### src/rtl/count_game_pkg.sv
// Shared types and default timing for the count game control stage.
package count_game_pkg;

    typedef enum logic [1:0] {
        IDLE = 2'd0,
        LOAD = 2'd1,
        RUN  = 2'd2,
        DONE = 2'd3
    } state_t;

    localparam int NUM_W            = 3;
    localparam int DEF_MAX_NUM      = 7;
    localparam int DEF_DEB_CYCLES   = 20;
    localparam int DEF_BUZZ_CYCLES  = 500;
    localparam int DEF_GUARD_CYCLES = 2;

endpackage

### src/rtl/key_debounce.sv
// Raw key conditioning: 2-flop synchroniser, saturating debounce counter and
// press detector producing a single-cycle pulse on the debounced rising edge.
module key_debounce
    import count_game_pkg::*;
#(
    parameter int DEB_CYCLES = DEF_DEB_CYCLES
) (
    input  logic clk,
    input  logic rst,
    input  logic key_raw,
    output logic key_lvl,
    output logic key_rise
);

    localparam int CNT_W = (DEB_CYCLES > 1) ? $clog2(DEB_CYCLES + 1) : 1;

    logic [1:0]       sync;
    logic [1:0]       vld_pipe;
    logic             armed;
    logic [CNT_W-1:0] cnt;

    // A key held through reset must not count as a press: the pulse is only
    // armed once a genuine (post-reset) released sample has been seen.
    always_ff @(posedge clk or negedge rst) begin
        if (!rst) begin
            sync     <= '0;
            vld_pipe <= '0;
            armed    <= 1'b0;
            cnt      <= '0;
            key_lvl  <= 1'b0;
            key_rise <= 1'b0;
        end else begin
            sync     <= {sync[0], key_raw};
            vld_pipe <= {vld_pipe[0], 1'b1};
            armed    <= armed | (vld_pipe[1] & ~sync[1]);
            key_rise <= 1'b0;
            if (sync[1] == key_lvl) begin
                cnt <= '0;
            end else if (cnt >= CNT_W'(DEB_CYCLES - 1)) begin
                cnt      <= '0;
                key_lvl  <= sync[1];
                key_rise <= sync[1] & armed;
            end else begin
                cnt <= cnt + 1'b1;
            end
        end
    end

endmodule

### src/rtl/count_game_ctrl.sv
// Count game control: key conditioning, start-value latch and IDLE/LOAD/RUN/DONE
// sequencing of the countdown counter. COUNT_GAME_AUTO_RESTART_EN enables auto-restart.
module count_game_ctrl
    import count_game_pkg::*;
#(
    parameter int DEB_CYCLES   = DEF_DEB_CYCLES,
    parameter int MAX_NUM      = DEF_MAX_NUM,
    parameter int BUZZ_CYCLES  = DEF_BUZZ_CYCLES,
    parameter int GUARD_CYCLES = DEF_GUARD_CYCLES
) (
    input  logic             clk,
    input  logic             rst,
    input  logic             key_start,
    input  logic             key_stop,
    input  logic [NUM_W-1:0] sw_num,
    input  logic             cnt_zero,
    output logic             st,
    output logic [NUM_W-1:0] num,
    output logic             busy,
    output logic             done,
    output logic             buzz
);

    localparam int G_W = (GUARD_CYCLES > 0) ? $clog2(GUARD_CYCLES + 1) : 1;
    localparam int B_W = (BUZZ_CYCLES > 0) ? $clog2(BUZZ_CYCLES + 1) : 1;

    state_t                state_q, state_d;
    logic                  start_p, stop_p, start_lvl, stop_lvl, unused_lvl;
    logic [1:0][NUM_W-1:0] sw_pipe;
    logic [NUM_W-1:0]      sw_sync, num_clamp, num_d;
    logic                  sw_nz, guard_done, buzz_expired, entering_done;
    logic [G_W-1:0]        guard_q, guard_d;
    logic [B_W-1:0]        bcnt_q, bcnt_d;
    logic                  st_d, busy_d, done_d, buzz_d;

    key_debounce #(.DEB_CYCLES(DEB_CYCLES)) u_deb_start (
        .clk      (clk),
        .rst      (rst),
        .key_raw  (key_start),
        .key_lvl  (start_lvl),
        .key_rise (start_p)
    );

    key_debounce #(.DEB_CYCLES(DEB_CYCLES)) u_deb_stop (
        .clk      (clk),
        .rst      (rst),
        .key_raw  (key_stop),
        .key_lvl  (stop_lvl),
        .key_rise (stop_p)
    );

    assign unused_lvl = start_lvl ^ stop_lvl;

    always_ff @(posedge clk or negedge rst) begin
        if (!rst) sw_pipe <= '0;
        else      sw_pipe <= {sw_pipe[0], sw_num};
    end

    assign sw_sync      = sw_pipe[1];
    assign sw_nz        = |sw_sync;
    assign num_clamp    = (int'(sw_sync) > MAX_NUM) ? NUM_W'(MAX_NUM) : sw_sync;
    assign guard_done   = (guard_q >= G_W'(GUARD_CYCLES));
    assign buzz_expired = (bcnt_q == B_W'(BUZZ_CYCLES));

    // Stop outranks every other event in RUN and DONE.
    always_comb begin
        state_d = state_q;
        case (state_q)
            IDLE: if (start_p && !stop_p && sw_nz) state_d = LOAD;
            LOAD: state_d = RUN;
            RUN: begin
                if (stop_p)                      state_d = IDLE;
                else if (cnt_zero && guard_done) state_d = DONE;
            end
            DONE: begin
                if (stop_p)                 state_d = IDLE;
                else if (start_p && sw_nz)  state_d = LOAD;
`ifdef COUNT_GAME_AUTO_RESTART_EN
                else if (buzz_expired)      state_d = sw_nz ? LOAD : IDLE;
`endif
            end
            default: state_d = IDLE;
        endcase
    end

    // Outputs are computed from the next state so they change on the entry edge.
    always_comb begin
        entering_done = (state_d == DONE) && (state_q != DONE);
        st_d          = (state_d == RUN) || (state_d == DONE);
        busy_d        = (state_d == LOAD) || (state_d == RUN);
        done_d        = (state_d == DONE);
        buzz_d        = done_d && (entering_done || !buzz_expired);
        num_d         = (state_d == LOAD) ? num_clamp : num;

        guard_d = guard_q;
        if (state_q != RUN)  guard_d = '0;
        else if (!guard_done) guard_d = guard_q + 1'b1;

        bcnt_d = bcnt_q;
        if (entering_done)                         bcnt_d = B_W'(1);
        else if (state_q == DONE && !buzz_expired) bcnt_d = bcnt_q + 1'b1;
    end

    always_ff @(posedge clk or negedge rst) begin
        if (!rst) begin
            state_q <= IDLE;
            st      <= 1'b0;
            num     <= '0;
            busy    <= 1'b0;
            done    <= 1'b0;
            buzz    <= 1'b0;
            guard_q <= '0;
            bcnt_q  <= '0;
        end else begin
            state_q <= state_d;
            st      <= st_d;
            num     <= num_d;
            busy    <= busy_d;
            done    <= done_d;
            buzz    <= buzz_d;
            guard_q <= guard_d;
            bcnt_q  <= bcnt_d;
        end
    end

endmodule

### config.mk
export PLATFORM = sky130hd
export DESIGN_NAME = count_game_ctrl
export DESIGN_NICKNAME = d
export VERILOG_FILES = /design/src/rtl/count_game_pkg.sv /design/src/rtl/key_debounce.sv /design/src/rtl/count_game_ctrl.sv
export SDC_FILE = /design/constraint.sdc
export NUM_CORES = 1
export LEC_CHECK = 0
export CAP_MARGIN = 10
export CORE_UTILIZATION = 42
export CTS_CLUSTER_SIZE = 30
export DETAILED_ROUTE_END_ITERATION = 16
export SLEW_MARGIN = 20
export SYNTH_ARGS = -nofsm -noshare
export SYNTH_HDL_FRONTEND = slang
export SYNTH_HIERARCHICAL = 1
export SYNTH_SLANG_ARGS = --single-unit
### constraint.sdc
create_clock -name clk -period 1.85 [get_ports clk]
set_clock_uncertainty 0.1 [all_clocks]
set_input_delay 0.2775 -clock clk [delete_from_list [all_inputs] [get_ports clk]]
set_output_delay 0.2775 -clock clk [all_outputs]
set_load 0.005 [all_outputs]
# Word-level counts from Yosys, hierarchy flattened
# Cells that the tools add are included.
dict set report op_classes {
  add_sub_neg 4
  n_lt_le_gt_ge 3
  eq_ne 12
  mux 18
  bitwise 10
  n_reduce_logical 17
}
# op n
set op_table {}
lappend op_table {{5-bit 2-to-1 mux} 4}
lappend op_table {{9-bit 2-to-1 mux} 2}
lappend op_table {{2-bit 2-to-1 mux} 7}
lappend op_table {{5-bit by 1-bit adder with 5-bit output (second input constant)} 2}
lappend op_table {{5-bit greater-or-equal comparator (second input constant)} 2}
lappend op_table {{9-bit by 1-bit adder with 9-bit output (second input constant)} 1}
lappend op_table {{9-bit == test (second input constant)} 1}
lappend op_table {{2-bit == test (second input constant)} 4}
lappend op_table {{2-bit one-hot mux with 4 select lines} 1}
lappend op_table {{1-bit logical AND} 7}
lappend op_table {{1-bit bitwise AND} 4}
lappend op_table {{2-bit by 1-bit == test with 1-bit output (second input constant)} 2}
lappend op_table {{1-bit 2-to-1 mux} 4}
lappend op_table {{2-bit inequality test (second input constant)} 2}
lappend op_table {{1-bit inverter} 4}
lappend op_table {{2-bit AND reduction} 2}
lappend op_table {{1-bit logical OR} 3}
lappend op_table {{3-bit OR reduction} 1}
lappend op_table {{2-bit by 1-bit adder with 2-bit output (second input constant)} 1}
lappend op_table {{1-bit == test} 2}
lappend op_table {{2-bit greater-or-equal comparator (second input constant)} 1}
lappend op_table {{1-bit logical NOT} 2}
lappend op_table {{2-bit logical NOT} 1}
lappend op_table {{2-bit by 1-bit inequality test with 1-bit output (second input constant)} 1}
lappend op_table {{other kinds (2)} 3}
dict set report totals {
  regBits 50
  inputBits 8
  out_inout_bits 7
  elab_cells 86
}

# Logic depth before layout (Yosys ltp)
# Gate-level depths: netlist of the first run.
dict set report logic_depth {
  ltp_word 9
  mapped_depth 9
  mapped_depth_nobuf 9
}

# By module
# The synthesis of the first run kept the hierarchy.
# module instances cells_per_inst area_per_inst_um2 seq_area_each_um2
set by_module_without_submodules {}
lappend by_module_without_submodules {count_game_ctrl 1 93 1121.1 625.6}
lappend by_module_without_submodules {key_debounce 2 35 464.2 300.3}

# Worst setup path after synthesis of the first run
# No wires, ideal clock.
dict set report synth_timing {
  path_kind {reg2reg}
  start {reg sw_pipe (netlist bit num_clamp[2])}
  end {reg bcnt_q[6]}
  setup_time_ps 140
  arrival_ps 1707
  t_required_ps 1610
  setup_slack_ps -96
  path_stages_with_launch 8
  path_buffers 0
  synth_period_minus_slack_ps 1946
  path_cell_list {dfrtp_1 > or3_1 > a31oi_1 > mux2_2 > ha_1 > a21bo_2 > o311ai_0 > o41ai_1}
}
dict set report synth_between {
  elab_chain_cells 8
  word_cells_on_any_way 11
  classes_between {eq/ne: 1; mux: 5; reduce/logical: 5}
}
# element line
set synth_rtl {}
lappend synth_rtl {{start, declared} count_game_ctrl.sv:29} ;# logic [1:0][NUM_W-1:0] sw_pipe;
lappend synth_rtl {{start signal, assigned} count_game_ctrl.sv:56} ;# else sw_pipe <= {sw_pipe[0], sw_num};
lappend synth_rtl {{3-bit OR reduction (*)} count_game_ctrl.sv:60} ;# assign sw_nz = |sw_sync;
lappend synth_rtl {{1-bit logical AND} count_game_ctrl.sv:77} ;# else if (start_p && sw_nz) state_d = LOAD;
lappend synth_rtl {{2-bit 2-to-1 mux} count_game_ctrl.sv:77}
lappend synth_rtl {{2-bit 2-to-1 mux} count_game_ctrl.sv:76} ;# if (stop_p) state_d = IDLE;
lappend synth_rtl {{2-bit one-hot mux with 4 select lines (*)} count_game_ctrl.sv:68} ;# case (state_q)
lappend synth_rtl {{2-bit == test (*)} -}
lappend synth_rtl {{net done_d} count_game_ctrl.sv:34} ;# logic st_d, busy_d, done_d, buzz_d;
lappend synth_rtl {{1-bit logical AND (*)} count_game_ctrl.sv:88} ;# entering_done = (state_d == DONE) && (state_q != DONE);
lappend synth_rtl {{9-bit 2-to-1 mux / 2-bit nonzero test (equally long branches)} -}
lappend synth_rtl {{end signal, assigned} count_game_ctrl.sv:122} ;# bcnt_q <= bcnt_d;
lappend synth_rtl {{end, declared} count_game_ctrl.sv:33} ;# logic [B_W-1:0] bcnt_q, bcnt_d;
# Mark *: on every way through the listed nets, which the timed path passes. The rest lies on a longest branch.
# A chain may end at the register's enable or synchronous reset.

# Worst setup path after layout of the first run
dict set report layout_timing {
  start {reg sw_pipe (netlist bit num_clamp[1])}
  end {reg bcnt_q[6]}
}
# The elaborated chain is that of the path after synthesis.

==> flow_summary.toml, run 1 <==
[outcome]
status = "complete, but fails checks"
failed_checks = "negative setup slack"

[power_and_ir_drop]
power_density_mw_per_mm2 = 926
p_sw_frac = 0.271
share_clk_of_total_power = 0.314
p_leak_nw = 1.14
pwr-share-seq = 0.531
netSwitchingPower_mw = 0.658
logic_gate_share_of_total_power = 0.155
report.power.total_mw = 2.43
power_report.internal_total_mw = 1.77
ir_worst_vdd_mv = 0.647

[sta]
max_slew_margin = 0.657
hold_viol = 0
rsz_0062_raised_after_global_routing = "yes"
timing.final.crit_share = 1.05
final-setup-viol-count = 5
worst-slew-pin-transition_ns = 0.515
period_minus_slack_ns = 1.94
fmaxAchievable_mhz = 517
final.setup.worst_slack_ns = -0.0857
slew_viol_final = 0

[layout]
num-nets-final = 211
syn_to_final_growth_pct = 28.0
post-route-util = 0.555
layout.filler_cells = 386
drive_gt1_frac = 0.289
insertedDiodeCount = 0
fin_area_mm2 = 0.00262

[clock_tree]
num_cts_buffers = 5
clkLatencyLatePin_ns = 0.30
clock-root-buffer = "clkbuf_8"
cts_sinks = 49
cts-htree-levels = 2
cts_tree = "built"
clkSlewWorstSetupHoldPaths_ns = 0.09
clock_tree.buffer_depth = 2

[route]
via_count = 1324
drt-pass1-iter-count = 4
wire_per_inst_um = 13.8
detail-route-antenna-nets = 0
drc = 0
via_per_inst = 5.02
totalWireLength_um = 3640
drtIter0Drc = 70

[global_route]
via_count_of_the_first_global_routing_pass = 1371
grt_pass1_wl_um = 6120
number_of_antenna_violations_at_the_first_check_in_global_routing = 0
globalRoute.totalOverflow = 0
grt_util_all_layers = 0.158
grt_start_max_net_pins = 31

[placement]
port_buffers = 14
place_ws_ns = -0.187
place_hpwl_um = 2400
place_congestion = 0.873
post_dp_cell_area_mm2 = 0.00235

[worst_hold_path]
worst_hold_path.num_cells = 0
worst_min_path_class = "reg2reg"

[yosys]
post_synth_main_area_contributors = "dfrtp_1, ha_1, mux2_2"
yosysUniqueCellTypes = 44
synth_top_area_cell = "dfrtp_1"
synth.cells.most_frequent = "dfrtp_1, inv_1, nor3_1"
yosysMostFrequentCell = "dfrtp_1"
mappedNetlistNets = 178
syn-cell-area_mm2 = 0.00205
postSynthCellCount = 163
postSynthAreaPerCell_um2 = 12.6
ys.warnings.count = 6
synth.ff_latch_count = 49
synth-seq-area-share = 0.598
ys.flop_type = "dfrtp_1"
ys_async_sr_fraction = 1.00
synth_enable_flop_cells = 0
synthDominantCellAreaShare = 0.598

[critical_path]
arrival_time_of_the_worst_setup_path_ns = 2.02
critPathKind = "reg2reg"
crit_path_end_kind = "flop"
cp_max_fo = 3
critical_path_required_ns = 1.93
rr_worst_depth = 7
worst_setup_path_start_kind = "flop"

[floorplanning]
initial_core_util = 0.434
die_w_um = 71.9
core_mm2 = 0.00472
io_pins = 15
die-area_mm2 = 0.00516
die-height_um = 71.9
fp-row-count = 25

[flow_run]
maxCapViolations = 0
[logic make-up (layout without fill, tap and decap cells)]
kind of cell / count (synthesis) / in the layout / share of synthesized area
other: 2 / 2 / 0.00366
adders and majority gates: 7 / 7 / 0.0427
AOI/OAI and AO/OA: 32 / 32 / 0.121
buffers and inverters: 13 / 47 / 0.0281
and+or+nand+nor: 42 / 42 / 0.118
DFF: 49 / 49 / 0.598
xor gates and xnor gates: 7 / 7 / 0.0299
muxes: 11 / 11 / 0.0586
[layout by cell type, fill, tap and decap left out, types with 3 or more instances in the layout]
cell type,instances
mux2i_1,3
mux2_2,5
nor3_1,8
nand2_1,4
xnor2_1,5
nand3_1,6
inv_1,10
nor2_1,4
dfrtp_1,47
clkbuf_8,5
a211oi_1,4
a21o_1,4
ha_1,4
or3_4,3
o21ai_2,4
clkdlybuf4s50_1,13
buf_4,12
[sequential cells by signal (all words and copies together), names as in the netlist, 2 cells and up]
name,cells
u_deb_start/vld_pipe,2
u_deb_stop/cnt,5
num,3
u_deb_start/cnt,5
bcnt_q,9
sw_pipe,3
u_deb_start/sync,2
num_clamp,3
guard_q,2
u_deb_stop/vld_pipe,2
u_deb_stop/sync,2
[metrics by stage]
stage | setup TNS (ns) | hold slack [ns] | std cells
6_report | -0.191 | 0.258 | 264
5_1_grt | -0.804 | 0.266 | 264
4_1_cts | -0.562 | 0.261 | 260
3_5_place_dp | -1.42 | 0.176 | 251
3_3_place_gp | -1.30 | 0.174 | 251
2_1_floorplan | 0 | -0.118 | 163
[worst max-delay path, cell delays in order, from the launching register on]
cell and delay [ns]:
dfrtp_1 0.39, or3_4 0.42, a31oi_4 0.16, mux2_4 0.19
ha_4 0.14, a21bo_4 0.24, o311ai_4 0.08, o41ai_2 0.11
[final cells by class]
cell class,count,area (um^2),share of cell area
multi-input cells,101,891,0.340
repair buffers,29,267,0.102
clock inverters,3,46.3,0.0177
clock buffers,5,68.8,0.0262
well taps,67,83.8,0.0320
inverters,10,37.5,0.0143
flip-flops and latches,49,1230,0.469
[power groups by stage]
stage               Combinational, mW  Clock, mW  Sequential (mW)
detailed placement              0.345          0             1.30
CTS                             0.355      0.797             1.28
global placement                0.329          0             1.30
global route                    0.425      0.835             1.30
floorplan                       0.240          0             1.27
finish                          0.377      0.763             1.29
[layer usage]
layer,track usage,part of all wire
met1,0.184,0.43
met2,0.267,0.52
met3,0.0408,0.027
met4,0.0828,0.015
met5,0,0
[repair_timing]
action	4_1_cts	5_1_grt
gates resized for setup	9	16
gates cloned	0	0
hold endpoints to repair	19	0
pin swaps	5	6
endpoints found under the setup margin	13	13
hold buffers	1	0
buffers inserted	0	5
[worst paths after layout]
kind                                         start                       to  slack, ns
setup reg to reg                      num_clamp[1]                bcnt_q[6]      -0.09
min in group asynchronous                      rst       u_deb_start/cnt[1]       0.37
hold reg to reg            u_deb_start/vld_pipe[0]  u_deb_start/vld_pipe[1]       0.26
setup / recovery                      num_clamp[1]                bcnt_q[6]      -0.09
hold / removal             u_deb_start/vld_pipe[0]  u_deb_start/vld_pipe[1]       0.26
max in group asynchronous                      rst         u_deb_stop/armed       0.74
Note: power is estimated with default switching activity, not from simulation.
==> run 2: changes to the inputs <==
--- a/config.mk
+++ b/config.mk
@@ -6,9 +6,12 @@
 export NUM_CORES = 1
 export LEC_CHECK = 0
 export CAP_MARGIN = 10
+export CELL_PAD_IN_SITES_DETAIL_PLACEMENT = 0
+export CELL_PAD_IN_SITES_GLOBAL_PLACEMENT = 1
 export CORE_UTILIZATION = 42
 export CTS_CLUSTER_SIZE = 30
 export DETAILED_ROUTE_END_ITERATION = 16
+export PLACE_DENSITY_LB_ADDON = 0.1
 export SLEW_MARGIN = 20
 export SYNTH_ARGS = -nofsm -noshare
 export SYNTH_HDL_FRONTEND = slang
==> flow_summary.toml, run 2 (synthesis results as in run 1) <==
[sta]
final-setup-viol-count = 8
hold_viol = 0
timing.final.crit_share = 1.04
final.setup.worst_slack_ns = -0.0815
rsz_0062_raised_after_global_routing = "yes"
slew_viol_final = 0
period_minus_slack_ns = 1.93
fmaxAchievable_mhz = 518

[flow_run]
maxCapViolations = 0

[global_route]
grt_start_max_net_pins = 50
number_of_antenna_violations_at_the_first_check_in_global_routing = 0
globalRoute.totalOverflow = 0
grt_pass1_wl_um = 6000
grt_util_all_layers = 0.153
via_count_of_the_first_global_routing_pass = 1325

[route]
totalWireLength_um = 3510
drt-pass1-iter-count = 4
via_count = 1293
detail-route-antenna-nets = 0
via_per_inst = 4.88
wl_met2_um = 1790
drc = 0
wl_met3_um = 84
met1Wirelength_um = 1580
top_signal_layer_used = "met4"
drtIter0Drc = 76
wire_per_inst_um = 13.2

[worst_hold_path]
worst_min_path_class = "reg2reg"

[layout]
top_register = "bcnt_q"
num-nets-final = 212
multi_input_comb_area_um2 = 848
reg_top3 = "bcnt_q x9, u_deb_start/cnt x5, u_deb_stop/cnt x5"
max_ffs_per_register = 9
fin_area_mm2 = 0.00257
post-route-util = 0.545
mostFrequentLayoutCell = "dfrtp_1"
layout.filler_cells = 399
insertedDiodeCount = 0
syn_to_final_growth_pct = 25.6
top_library_cells_by_usage_in_the_layout_fill_and_taps_aside = "dfrtp_1, clkdlybuf4s50_1, buf_4"
drive_gt1_frac = 0.263
area.sequential_mm2 = 0.00123

[placement]
place_ws_ns = -0.168
place_congestion = 0.738
port_buffers = 14
place_hpwl_um = 2360
post_dp_cell_area_mm2 = 0.00234

[power_and_ir_drop]
p_leak_nw = 1.13
logic_gate_share_of_total_power = 0.160
pwr-share-seq = 0.554
share_clk_of_total_power = 0.286
netSwitchingPower_mw = 0.612
p_sw_frac = 0.264
ir_worst_vdd_mv = 0.453
power_density_mw_per_mm2 = 901
report.power.total_mw = 2.32
power_report.internal_total_mw = 1.71

[floorplanning]
die-height_um = 71.9
fp-row-count = 25
io_pins = 15
core_mm2 = 0.00472
die-area_mm2 = 0.00516
initial_core_util = 0.434
die_w_um = 71.9

[critical_path]
worst_setup_path_start_kind = "flop"
cp_max_fo = 4
critical_path_required_ns = 1.92
critPathKind = "reg2reg"
arrival_time_of_the_worst_setup_path_ns = 2.00
rrSetupSlack_ns = -0.08
crit_path_end_kind = "flop"

[clock_tree]
cts_tree = "built"
cts-htree-levels = 2
clock_tree.buffer_depth = 2
clkSlewWorstSetupHoldPaths_ns = 0.09
num_cts_buffers = 5
cts_sinks = 49
clock-root-buffer = "clkbuf_8"
clkLatencyLatePin_ns = 0.29

[outcome]
status = "complete, but fails checks"
failed_checks = "negative setup slack"
[run 2: final cells by class]
cell class,count,share of cell area
Clock buffer,7,0.0374
Clock inverter,1,0.00194
Inverter,10,0.0146
Multi-Input combinational cell,101,0.330
Sequential cell,49,0.477
Tap cell,67,0.0326
Timing Repair Buffer,30,0.106
[run 2: critical path: stages, from the launching register on]
cell      delay (ns)
dfrtp_1         0.38
or3_4           0.41
a31oi_4         0.17
mux2_4          0.19
ha_4            0.14
a21bo_4         0.23
o311ai_2        0.07
o41ai_1         0.11
[run 2: timing repair]
item                                    CTS  global route
buffers inserted                          4             4
endpoints found under the hold margin    49             0
hold buffers                              1             0
pin swaps                                 4             3
resized for setup                         6            11
endpoints found under the setup margin   12            13
[run 2: stage by stage]
stage	setup TNS [ns]	std cells	hold slack, ns
final	-0.340	265	0.252
after detailed placement	-1.34	249	0.191
after global placement	-1.19	249	0.179
after floorplan	0	163	-0.118
after global routing	-0.970	265	0.253
after CTS	-0.626	262	0.254
[run 2: power groups by stage]
| stage | clock (mW) | combinational, mW | sequential, mW |
|---|---|---|---|
| final | 0.662 | 0.371 | 1.28 |
| after global routing | 0.741 | 0.416 | 1.30 |
| after CTS | 0.698 | 0.359 | 1.28 |
| after detailed placement | 0 | 0.348 | 1.30 |
| after global placement | 0 | 0.335 | 1.30 |
| after floorplan | 0 | 0.240 | 1.27 |
[run 2: path summary, 6_finish.rpt]
check | cells past startpoint | from | endpoint
max | 7 | num_clamp[1] | bcnt_q[6]
min | 0 | u_deb_stop/vld_pipe[0] | u_deb_stop/vld_pipe[1]
max reg2reg | 7 | num_clamp[1] | bcnt_q[6]
min reg2reg | 0 | u_deb_stop/vld_pipe[0] | u_deb_stop/vld_pipe[1]
max in group asynchronous | 3 | rst | u_deb_stop/cnt[0]
min in group asynchronous | 3 | rst | num[0]
[run 2: layer usage]
| layer | track usage | up-vias |
|---|---|---|
| met2 | 0.252 | 13 |
| met5 | 0 | - |
| met1 | 0.187 | 633 |
| met3 | 0.0352 | 4 |
| li1 | - | 643 |
| met4 | 0.0806 | 0 |
